**config.mk**
```make
export PLATFORM = sky130hd
export DESIGN_NAME = fetch_sequencer
export DESIGN_NICKNAME = d
export VERILOG_FILES = /design/src/rtl/fetch_sequencer.sv
export SDC_FILE = /design/constraint.sdc
export NUM_CORES = 1
export LEC_CHECK = 0
export BUFFER_PORTS_ARGS = -buffer_cell sky130_fd_sc_hd__buf_2
export CAP_MARGIN = 20
export CORE_MARGIN = 2
export CORE_UTILIZATION = 45
export DETAILED_ROUTE_END_ITERATION = 10
export PLACE_DENSITY = 0.74
export SLEW_MARGIN = 0
export SYNTH_ARGS = -nofsm -noshare
export SYNTH_HDL_FRONTEND = slang
export SYNTH_SLANG_ARGS = --single-unit
```
**constraint.sdc**
```tcl
create_clock -name Clock -period 1.6 [get_ports Clock]
set_clock_uncertainty 0.05 [all_clocks]
set_input_delay 0.32 -clock Clock [delete_from_list [all_inputs] [get_ports Clock]]
set_output_delay 0.32 -clock Clock [all_outputs]
set_load 0.01 [all_outputs]
```
**src/rtl/fetch_sequencer.sv**
```systemverilog
// Two-byte instruction fetch sequencer: loads IR in two byte steps and bumps the PC once per byte.
// Latency: Done is high 3 cycles after the Start edge (counting that edge's cycle); each stall cycle adds one.
// Backpressure: Stall freezes the current load state with MemRead held; Abort drops back to IDLE without completing.
module fetch_sequencer #(
  parameter bit LSB_FIRST = 1'b1
) (
  input  logic        Clock,
  input  logic        Reset,
  input  logic        Start,
  input  logic        Stall,
  input  logic        Abort,
  output logic        MemRead,
  output logic        IR_E,
  output logic [2:0]  IR_FunSel,
  output logic        PC_E,
  output logic [2:0]  PC_FunSel,
  output logic        Busy,
  output logic        Done,
  output logic [15:0] FetchCount
);

  typedef enum logic [1:0] {
    ST_IDLE   = 2'd0,
    ST_LOAD_A = 2'd1,
    ST_LOAD_B = 2'd2,
    ST_DONE   = 2'd3
  } state_t;

  localparam logic [2:0] FS_NONE   = 3'b000;
  localparam logic [2:0] FS_INC    = 3'b001;
  localparam logic [2:0] FS_LOW    = 3'b101;
  localparam logic [2:0] FS_HIGH   = 3'b110;
  // Byte order decides which IR half is written by the first load state.
  localparam logic [2:0] FS_FIRST  = LSB_FIRST ? FS_LOW  : FS_HIGH;
  localparam logic [2:0] FS_SECOND = LSB_FIRST ? FS_HIGH : FS_LOW;

  state_t      state;
  logic        mem_read_q;
  logic        busy_q;
  logic        done_q;
  logic [15:0] count_q;
  logic        load_go;

  // State machine with registered MemRead/Busy/Done and the completed-fetch counter.
  always_ff @(posedge Clock or negedge Reset) begin
    if (!Reset) begin
      state      <= ST_IDLE;
      mem_read_q <= 1'b0;
      busy_q     <= 1'b0;
      done_q     <= 1'b0;
      count_q    <= 16'h0000;
    end else begin
      done_q <= 1'b0;
      case (state)
        ST_IDLE: begin
          if (Start) begin
            state      <= ST_LOAD_A;
            mem_read_q <= 1'b1;
            busy_q     <= 1'b1;
          end
        end
        ST_LOAD_A: begin
          // Abort wins over Stall; a stalled load simply holds everything.
          if (Abort) begin
            state      <= ST_IDLE;
            mem_read_q <= 1'b0;
            busy_q     <= 1'b0;
          end else if (!Stall) begin
            state <= ST_LOAD_B;
          end
        end
        ST_LOAD_B: begin
          if (Abort) begin
            state      <= ST_IDLE;
            mem_read_q <= 1'b0;
            busy_q     <= 1'b0;
          end else if (!Stall) begin
            state      <= ST_DONE;
            mem_read_q <= 1'b0;
            busy_q     <= 1'b0;
            done_q     <= 1'b1;
          end
        end
        ST_DONE: begin
          // The counter wraps naturally; a held Start chains straight into the next fetch.
          count_q <= count_q + 16'd1;
          if (Start) begin
            state      <= ST_LOAD_A;
            mem_read_q <= 1'b1;
            busy_q     <= 1'b1;
          end else begin
            state <= ST_IDLE;
          end
        end
        default: begin
          state      <= ST_IDLE;
          mem_read_q <= 1'b0;
          busy_q     <= 1'b0;
        end
      endcase
    end
  end

  // Register enables and FunSels follow the live Stall/Abort so a frozen cycle never writes.
  always_comb begin
    load_go   = ((state == ST_LOAD_A) || (state == ST_LOAD_B)) && !Stall && !Abort;
    IR_E      = load_go;
    PC_E      = load_go;
    PC_FunSel = load_go ? FS_INC : FS_NONE;
    IR_FunSel = FS_NONE;
    if (load_go) begin
      IR_FunSel = (state == ST_LOAD_A) ? FS_FIRST : FS_SECOND;
    end
  end

  assign MemRead    = mem_read_q;
  assign Busy       = busy_q;
  assign Done       = done_q;
  assign FetchCount = count_q;

endmodule

```
-- Word-level counts from Yosys, hierarchy flattened
Cells that the tools add are included.
- $add $sub $neg: 1
- equal/unequal tests: 8
- multiplexer cells: 18
- reduce and logical (&&, ||, !) cells: 9
- operators by type and width (kind ; count):
    adder 16 x 1 -> 16 bit (second input constant) ; 1
    2-to-1 mux 2 bit ; 6
    2-to-1 mux 1 bit ; 9
    one-hot mux 2 bit (4 select lines) ; 1
    inequality test 3 bit (second input constant) ; 2
    AND reduction 3 bit ; 2
    equality test 2 bit (second input constant) ; 2
    inequality test 2 bit (second input constant) ; 2
    2-to-1 mux 3 bit ; 1
    one-hot mux 1 bit (3 select lines) ; 1
    equality test 2 x 1 -> 1 bit (second input constant) ; 1
    logical AND 1 bit ; 2
    logical NOT 1 bit ; 2
    logical NOT 2 bit ; 1
    inequality test 2 x 1 -> 1 bit (second input constant) ; 1
    OR reduction 2 bit ; 1
    logical OR 1 bit ; 1
- register bits after elaboration: 20
- bits of input ports: 5
- output and inout bits: 27
- logic and storage cells: 40

-- Depth between registers and ports, before layout
Gate-level depths: netlist of run 1.
- depth after elaboration: 5
- depth in mapped cells: 6

-- Least setup slack after synthesis of run 1
Ideal clock, no wire load.
- kind: register -> register
- start: reg state[0]
- end: reg count_q[15] (netlist: FetchCount[15])
- data arrival time: 1473 ps
- data required time: 1426 ps
- slack: -47 ps
- cell stages (with the launch flop): 7
- period minus slack after synthesis: 1647 ps
- path through: dfrtp_1 > ha_1 > buf_4 > nand3_2 > nor3_2 > or3b_1 > xnor2_1
- word-level cells in the longest chain between the ends: 1
- RTL lines (element ; line ; text):
    start, declared ; 37 ; state_t state;
    start signal, assigned ; 47 ; state <= ST_IDLE;
    start signal, assigned ; 57 ; state <= ST_LOAD_A;
    start signal, assigned ; 65 ; state <= ST_IDLE;
    equality test 2 bit ; 54 ; case (state)
    end signal, assigned ; 86 ; count_q <= count_q + 16'd1;
    end, declared ; 41 ; logic [15:0] count_q;
Every way passes these cells.
A chain may end at the register's enable or synchronous reset.

-- Worst setup path after layout of run 1
- start: reg state[0]
- end: out IR_FunSel[1]
- word-level cells in the longest chain between the ends: 5
- elaborated cells on any way between the ends: 7
- classes of those cells: 2 x eq/ne; 2 x mux; 3 x reduce/logical
- RTL lines (element ; line ; text):
    equality test 2 x 1 -> 1 bit / equality test 2 bit (equally long branches) ; 106, 112 ;
    logical OR 1 bit ; 106 ; load_go = ((state == ST_LOAD_A) || (state == ST_LOAD_B)) && !Stall && !Abort;
    logical AND 1 bit (2 in series) ; 106 ;
    2-to-1 mux 3 bit * ; 111 ; if (load_go) begin
    end, declared ; 14 ; output logic [2:0] IR_FunSel,
Mark *: on every way between the ends. The rest lies on a longest branch, timed or not.

==> results of run 1 <==
-- repair_timing --
action	4_1_cts	5_1_grt
resized for setup	12	10
pin swaps	0	1
buffers inserted	3	1
hold buffers	1	0
gates cloned	0	0
endpoints found under the hold margin	20	0
endpoints found under the setup margin	7	13
-- cells by family (layout without fill, tap and decap cells) --
family	Yosys count	after routing
adders and majority gates	7	7
other	1	2
and+or+nand+nor	31	31
buffers and inverters	12	49
AOI/OAI and AO/OA	7	7
DFF	20	20
xor gates and xnor gates	15	15
muxes	3	3
-- Yosys cell counts (all sizes together) (2+ instances only) --
cell type	number	area share
inv	5	0.018
a21oi	2	0.0097
o21ai	2	0.0097
and3	2	0.012
and2	2	0.012
nand2	9	0.033
dfrtp	20	0.48
nor2	7	0.025
buf	7	0.051
mux2i	2	0.019
nand4	5	0.030
ha	7	0.084
xor2	5	0.042
xnor2	10	0.084
-- registers in the layout (all words and copies together) (netlist names) --
signal,count
Busy,1
Done,1
FetchCount,16
state,2
-- power groups by stage --
| stage | clock (mW) | sequential [mW] | combinational (mW) |
|---|---|---|---|
| after global placement | 0 | 0.667 | 0.523 |
| after global routing | 0.258 | 0.685 | 0.834 |
| after CTS | 0.240 | 0.663 | 0.686 |
| final | 0.227 | 0.670 | 0.766 |
| after detailed placement | 0 | 0.676 | 0.539 |
| after floorplan | 0 | 0.693 | 0.332 |
-- path summary, 6_finish.rpt --
path | start | end | slack [ns] | cells past startpoint
setup / recovery | state[0] | IR_FunSel[1] | -0.21 | 5
hold / removal | Abort | state[1] | 0.31 | 4
setup reg to reg | state[1] | FetchCount[15] | 0.02 | 6
hold reg to reg | FetchCount[15] | FetchCount[15] | 0.44 | 1
max in group asynchronous | Reset | FetchCount[4] | 0.75 | 2
min in group asynchronous | Reset | FetchCount[12] | 0.44 | 2
-- area by class of cell --
class	instances	area share
Clock buffer	3	0.01622
Inverter	5	0.01351
Tap cell	28	0.02523
Sequential cell	20	0.3604
Multi-Input combinational cell	65	0.3991
Timing Repair Buffer	41	0.1856
-- metrics by stage --
| stage | setup WS, ns | area [um2] | hold WS (ns) |
|---|---|---|---|
| after floorplan | 0.009629 | 1047 | -0.02559 |
| after global placement | 0.09442 | 1227 | 0.2379 |
| after detailed placement | 0.01729 | 1227 | 0.2405 |
| after CTS | -0.1709 | 1333 | 0.2849 |
| after global routing | -0.2669 | 1389 | 0.3263 |
| final | -0.2061 | 1389 | 0.3052 |
-- worst reg2reg max path: stages (launching register included) --
cell and delay, ns:
dfrtp_1 0.38, buf_4 0.15, ha_4 0.16, nand3_4 0.09, nor3_4 0.13, or3b_1 0.38, xnor2_1 0.14
-- per-layer routing --
metal / part of all wire / routed length (um) / vias up
met3: 0.042 / 89 / 2
met2: 0.51 / 1065 / 23
met1: 0.45 / 944 / 384
li1: - / - / 386
met4: 0.0038 / 8 / 0
met5: 0 / 0 / -
==> impl_metrics.json, run 1 <==
{
  "outcome": "complete, but fails checks",
  "violations": "negative setup slack",
  "synth.avg_cell_area_um2": 10.80,
  "rows": 17,
  "final_cells": 162,
  "sw_frac_of_total": 0.3633,
  "critPathKind": "flip-flop to primary output",
  "switchingPower_mw": 0.6042,
  "crit_arrival_ns": 1.44,
  "grt_use_met2": 0.2848,
  "top_usage_layer": "met2",
  "internal_power_mw": 1.059,
  "die_w_um": 52.01,
  "yosysSeqAreaShare": 0.4825,
  "max-vdd-ir-drop_mv": 0.6933,
  "fin_crit_ns": 1.806,
  "detail-route-antenna-nets": 0,
  "synth_compound_area_frac": 0.04222,
  "clock_latency_ns": 0.29,
  "cts_tree": "built",
  "timing.final.crit_share": 1.129,
  "grt_pass1_wl_um": 3429,
  "synthCells": 96,
  "critPathSlowestCell": "dfrtp_1",
  "synth_simple_gate_area_frac": 0.1616,
  "synthToLayoutAreaGrowth_pct": 33.90,
  "grtUsageMet3": 0.02874,
  "grt.met1_usage": 0.2122,
  "seqPwrFrac": 0.403,
  "ys.flop_type": "dfrtp_1",
  "final_common_cell": "buf_2",
  "critPathCaptureType": "primary output",
  "htreeDepth": 1,
  "wl_per_cell_um": 13.01,
  "maxCapViolCount": 0,
  "final-setup-viol-count": 6,
  "grt_usage": 0.1671,
  "ff_latch_area_um2": 500.5,
  "synth_top_family_by_area": "simple AND/OR/NAND/NOR gates",
  "path_clk_slew_ns": 0.10,
  "grt_overflow": 0,
  "synth_edf_count": 0,
  "path_cells": "inv_2, ha_4, and2_4, nor2b_4, buf_6",
  "viasPerCell": 4.907,
  "hold_viol": 0,
  "timing.final.ws_setup_ns": -0.2061,
  "cts-buffers-inserted": 3,
  "io_pins": 32,
  "syn_area_um2": 1037,
  "postSynth.asyncResetShare": 1.000,
  "diodes": 0,
  "placed_cells": 154,
  "drt_iter0_markers": 17,
  "dp_hpwl_um": 1536,
  "globalplace.congestion": 0.8796,
  "slew_violations": 0,
  "layout.nets": 148,
  "worstPathMaxFanout": 5,
  "multiInputGateArea_um2": 554.3,
  "core-area_um2": 2191,
  "max_freq_mhz": 553.7,
  "antenna_found_initial": 0,
  "fillCellCount": 176,
  "die_h_um": 52.01,
  "routed_wirelength_um": 2107,
  "hp-class": "input pin to flip-flop",
  "initial_core_util": 0.4734,
  "power_mw": 1.663,
  "synth_fa_ha_area_frac": 0.08444,
  "cp.required_ns": 1.23,
  "grt_max_degree": 21,
  "p_leak_nw": 0.7192,
  "cts_root_buf": "clkbuf_4",
  "max_stage_delay_ns": 0.40,
  "combPwrFrac": 0.461,
  "dr.pass1.iters": 4,
  "fp.dieArea_um2": 2705,
  "grt_pass1_vias": 813,
  "synth-seq-cells": 20,
  "final_cell_mix": "buf_2 (27), dfrtp_1 (20), xnor2_1 (10)",
  "rsz0062_at_grt": "true",
  "yosys_warnings": 0,
  "p_clk_frac": 0.136,
  "drive_gt1_frac": 0.4403,
  "muxShareOfSynthArea": 0.03016,
  "synth_cell_types": 25,
  "synthXorXnorAreaFrac": 0.1267,
  "route.detailed.drc": 0,
  "start_kind": "flip-flop",
  "postLayoutCoreUtil": 0.6339,
  "fin_tns_setup_ns": -0.7842,
  "cts_buffer_depth": 2,
  "cp_num_buf_inv": 2,
  "critical-path-top-delay-family": "flip-flops",
  "port_buffers": 29,
  "vias": 795,
  "cts.sinks": 20,
  "power_per_cell_area_nw_per_um2": 1197
}
Power figures use the tool's default switching activity.
==> run 2: changes to the inputs <==
--- a/config.mk
+++ b/config.mk
@@ -10,6 +10,7 @@
 export CORE_MARGIN = 2
 export CORE_UTILIZATION = 45
 export DETAILED_ROUTE_END_ITERATION = 10
+export GPL_TIMING_DRIVEN = 0
 export PLACE_DENSITY = 0.74
 export SLEW_MARGIN = 0
 export SYNTH_ARGS = -nofsm -noshare
==> run 2 against run 1 <==
Against the previous run: the run still ends with negative setup slack left; flip-flop and latch count did not move; via count up 1.4%; setup slack better by 0.0095 ns; sequential share of layout area fell by 1.0 points; hold slack got worse by 0.0048 ns; fmax rose by 0.53%; routed wire length fell by 0.71%; clock-buffer cell count unchanged; non-clock buffer count rose by 5; power is 9.2% higher; critical path type unchanged; highest routed layer unchanged.
==> impl_metrics.json, run 2 (synthesis results as in run 1) <==
{
  "final-setup-viol-count": 8,
  "initial_core_util": 0.4734,
  "path_cells": "inv_2, ha_4, and2_4, nor2b_1, buf_2",
  "crit_arrival_ns": 1.43,
  "max-vdd-ir-drop_mv": 0.7801,
  "cts_tree": "built",
  "grt_overflow": 0,
  "grt_pass1_wl_um": 3277,
  "route.detailed.drc": 0,
  "cts_buffer_depth": 2,
  "whs_ns": 0.3003,
  "start_kind": "flip-flop",
  "cts-buffers-inserted": 3,
  "layout.nets": 153,
  "worstPathMaxFanout": 5,
  "r2r_slack_ns": -0.10,
  "grt_usage": 0.1672,
  "hp-class": "input pin to flip-flop",
  "slew_violations": 0,
  "final_cell_mix": "buf_2 (26), dfrtp_1 (20), buf_4 (14)",
  "timing.final.crit_share": 1.123,
  "dr.pass1.iters": 3,
  "hold_viol": 0,
  "globalplace.congestion": 0.8019,
  "die_w_um": 52.01,
  "detail-route-antenna-nets": 0,
  "timing.final.ws_setup_ns": -0.1966,
  "wl_per_cell_um": 12.45,
  "power_per_cell_area_nw_per_um2": 1271,
  "rsz0062_at_grt": "true",
  "grt_max_degree": 21,
  "fin_crit_ns": 1.797,
  "routed_wirelength_um": 2092,
  "cp.required_ns": 1.23,
  "postLayoutCoreUtil": 0.6522,
  "placed_cells": 154,
  "clock_latency_ns": 0.31,
  "max_freq_mhz": 556.6,
  "p_leak_nw": 0.7619,
  "critPathCaptureType": "primary output",
  "final_cells": 168,
  "path_clk_slew_ns": 0.11,
  "port_buffers": 29,
  "critPathKind": "flip-flop to primary output",
  "cts_root_buf": "clkbuf_4",
  "synthToLayoutAreaGrowth_pct": 37.76,
  "outcome": "complete, but fails checks",
  "critPathSlowestCell": "dfrtp_1",
  "maxCapViolCount": 0,
  "largest_reg_flops": 16,
  "grt_pass1_vias": 754,
  "rows": 17,
  "violations": "negative setup slack",
  "drive_gt1_frac": 0.4571,
  "vias": 806,
  "fp.dieArea_um2": 2705,
  "dp_hpwl_um": 1418,
  "io_pins": 32,
  "max_stage_delay_ns": 0.39,
  "cts.sinks": 20,
  "core-area_um2": 2191,
  "antenna_found_initial": 0,
  "diodes": 0,
  "viasPerCell": 4.798,
  "power_mw": 1.816,
  "drt_iter0_markers": 11,
  "final_common_cell": "buf_2",
  "htreeDepth": 1,
  "die_h_um": 52.01
}
run 2: changes by cell type in the layout (fill, tap and decap cells not counted), sizes merged:
cell	previous run	this run
buf	40	45
bufinv	0	1
run 2: metal layers:
layer,part of all wire,up-vias,track usage
li1,-,402,-
met1,0.43,384,0.1867
met2,0.51,15,0.2975
met3,0.034,5,0.02011
met4,0.023,0,0.1053
met5,0,-,0
run 2: stage by stage:
stage          worst slack (ns)  TNS (ns)  instance area (um2)
2_1_floorplan          0.009629         0                 1047
3_3_place_gp           -0.08076   -0.3728                 1227
3_5_place_dp            -0.1170   -0.4996                 1227
4_1_cts                 -0.1756   -0.9473                 1400
5_1_grt                 -0.2503    -1.552                 1429
6_report                -0.1966    -1.019                 1429
run 2: repair_timing:
item	in CTS	in global routing
pin swaps	3	4
hold buffers	1	0
setup buffers	8	1
gates cloned	0	0
gates resized for setup	11	7
hold endpoints to repair	20	0
setup endpoints to repair	10	15
run 2: power by group:
group / internal [mW] / total (mW) / switching (mW) / leakage [nW]
Sequential: 0.581 / 0.667 / 0.0858 / 0.269
Combinational: 0.386 / 0.733 / 0.347 / 0.465
Clock: 0.253 / 0.416 / 0.162 / 0.0279
run 2: path summary, 6_finish.rpt:
path / start / end / cells after the start
worst min register to register: FetchCount[15] / FetchCount[15] / 1
worst min-delay path: Start / Busy / 3
worst max-delay path: state[1] / IR_FunSel[1] / 5
max in group asynchronous: Reset / Done / 2
worst max register to register: state[0] / FetchCount[15] / 7
min in group asynchronous: Reset / FetchCount[14] / 2
run 2: cell type report:
class,instances,area [um2]
fill,175,762.0
multi-input combinational,65,520.5
sequential,20,500.5
timing repair buffer,39,245.2
buffer,7,56.30
tap,28,35.03
clock inverter,1,30.03
clock buffer,3,22.52
inverter,5,18.77
run 2: worst max-delay path, delay by kind of cell (launching register included):
kind	cells	cell delay, ns
buffers and inverters	2	0.20
adders and majority gates	1	0.26
and+or+nand+nor	2	0.27
DFF	1	0.39
==> run 3: changes to the inputs <==
--- a/config.mk
+++ b/config.mk
@@ -12,6 +12,7 @@
 export DETAILED_ROUTE_END_ITERATION = 10
 export GPL_TIMING_DRIVEN = 0
 export PLACE_DENSITY = 0.74
+export REMOVE_ABC_BUFFERS = 1
 export SLEW_MARGIN = 0
 export SYNTH_ARGS = -nofsm -noshare
 export SYNTH_HDL_FRONTEND = slang
==> run 3 against run 2 <==
Against the previous run: the flow still finishes with violations (negative setup slack); sequential power rose by 1%; setup slack lost 0.018 ns; first-iteration DRC count shrank 9.1%; power is 9.8% lower; routed wire length increased by 2.7%; hold slack improved by 0.0088 ns; clock-buffer cell count stayed put; combinational power about the same.
==> impl_metrics.json, run 3 (synthesis results as in run 1) <==
{
  "outcome": "complete, but fails checks",
  "violations": "negative setup slack",
  "detail-route-antenna-nets": 0,
  "max_stage_delay_ns": 0.41,
  "fillCellCount": 183,
  "cts-buffers-inserted": 3,
  "die_h_um": 52.01,
  "cts_root_buf": "clkbuf_4",
  "routed_wirelength_um": 2148,
  "dp_slack_ns": -0.2282,
  "rows": 17,
  "viasPerCell": 4.969,
  "fin_tns_setup_ns": -1.052,
  "vias": 810,
  "hold_viol": 0,
  "io_pins": 32,
  "wl_per_cell_um": 13.18,
  "dr.pass1.iters": 4,
  "fp.dieArea_um2": 2705,
  "clock_latency_ns": 0.30,
  "cts_tree": "built",
  "critical-path-top-delay-family": "flip-flops",
  "drt_iter0_markers": 10,
  "critPathCaptureType": "primary output",
  "timing.final.ws_setup_ns": -0.2146,
  "grt_pass1_vias": 775,
  "htreeDepth": 1,
  "synthToLayoutAreaGrowth_pct": 31.72,
  "grt_pass1_wl_um": 3305,
  "path_clk_slew_ns": 0.11,
  "cp.required_ns": 1.23,
  "max-vdd-ir-drop_mv": 0.7939,
  "maxCapViolCount": 0,
  "final-setup-viol-count": 6,
  "drive_gt1_frac": 0.4296,
  "globalplace.congestion": 0.7802,
  "die_w_um": 52.01,
  "cts_buffer_depth": 2,
  "antenna_found_initial": 0,
  "path_cells": "inv_2, ha_4, and2_4, nor2b_4, buf_6",
  "final_cells": 163,
  "critPathSlowestCell": "dfrtp_1",
  "grt_overflow": 0,
  "max_freq_mhz": 551.1,
  "fin_crit_ns": 1.815,
  "initial_core_util": 0.4734,
  "p_leak_nw": 0.7206,
  "route.detailed.drc": 0,
  "fin_area_um2": 1366,
  "worstPathMaxFanout": 4,
  "dp_hpwl_um": 1416,
  "cp_num_buf_inv": 2,
  "start_kind": "flip-flop",
  "multiInputGateArea_um2": 518.0,
  "port_buffers": 29,
  "crit_arrival_ns": 1.44,
  "final_cell_mix": "buf_2 (25), dfrtp_1 (19), buf_4 (12)",
  "critPathKind": "flip-flop to primary output",
  "timing.final.crit_share": 1.134,
  "grt_max_degree": 21,
  "grt_usage": 0.1680,
  "largest_reg_flops": 16,
  "layout.nets": 149,
  "power_per_cell_area_nw_per_um2": 1199,
  "postLayoutCoreUtil": 0.6236,
  "hp-class": "input pin to flip-flop",
  "placed_cell_area_um2": 1169,
  "ff_latch_area_um2": 501.7,
  "diodes": 0,
  "slew_violations": 0,
  "core-area_um2": 2191,
  "final_common_cell": "buf_2",
  "placed_cells": 147,
  "cts.sinks": 20,
  "rsz0062_at_grt": "true"
}
-- run 3: report_power, final --
part / internal, mW / leakage [nW] / switching (mW)
clock: 0.0876 / 0.0138 / 0.143
combinational: 0.376 / 0.438 / 0.356
sequential: 0.584 / 0.268 / 0.0916
-- run 3: layer usage --
| metal | track usage | part of all wire | up-vias |
|---|---|---|---|
| met5 | 0 | 0 | - |
| met4 | 0.06579 | 0.0037 | 0 |
| met3 | 0.03448 | 0.059 | 2 |
| met2 | 0.3059 | 0.56 | 31 |
| met1 | 0.1890 | 0.38 | 383 |
| li1 | - | - | 394 |
-- run 3: path summary, 6_finish.rpt --
check	startpoint	to	slack, ns	cells past startpoint
max in group asynchronous	Reset	FetchCount[0]	0.74	2
worst min-delay path	Start	Busy	0.31	3
worst min register to register	FetchCount[15]	FetchCount[15]	0.43	1
worst max-delay path	state[0]	IR_FunSel[1]	-0.21	5
worst max register to register	state[0]	FetchCount[15]	0.02	6
min in group asynchronous	Reset	FetchCount[14]	0.43	2
-- run 3: area by class of cell --
cell class                 count  area share
clock buffer                   3     0.01648
tap                           28     0.02564
sequential                    20      0.3672
multi-input combinational     65      0.3791
inverter                       5     0.01374
timing repair buffer          42      0.1978
-- run 3: worst min-delay path, delay by kind of cell --
kind            cells  cell delay (ns)
buf+inv             1             0.12
compound gates      2             0.18
-- run 3: what timing repair did --
action | 4_1_cts | 5_1_grt
resized for setup | 9 | 8
hold buffers | 1 | 0
setup buffers | 9 | 3
endpoints found under the setup margin | 12 | 12
pin swaps | 3 | 3
hold endpoints to repair | 20 | 0
-- run 3: per-stage QoR --
step | hold slack, ns | total power, mW
floorplan | -0.02559 | 0.9750
detailed placement | 0.2390 | 1.169
finish | 0.3092 | 1.638
global placement | 0.2332 | 1.136
global route | 0.2855 | 1.750
CTS | 0.2839 | 1.554
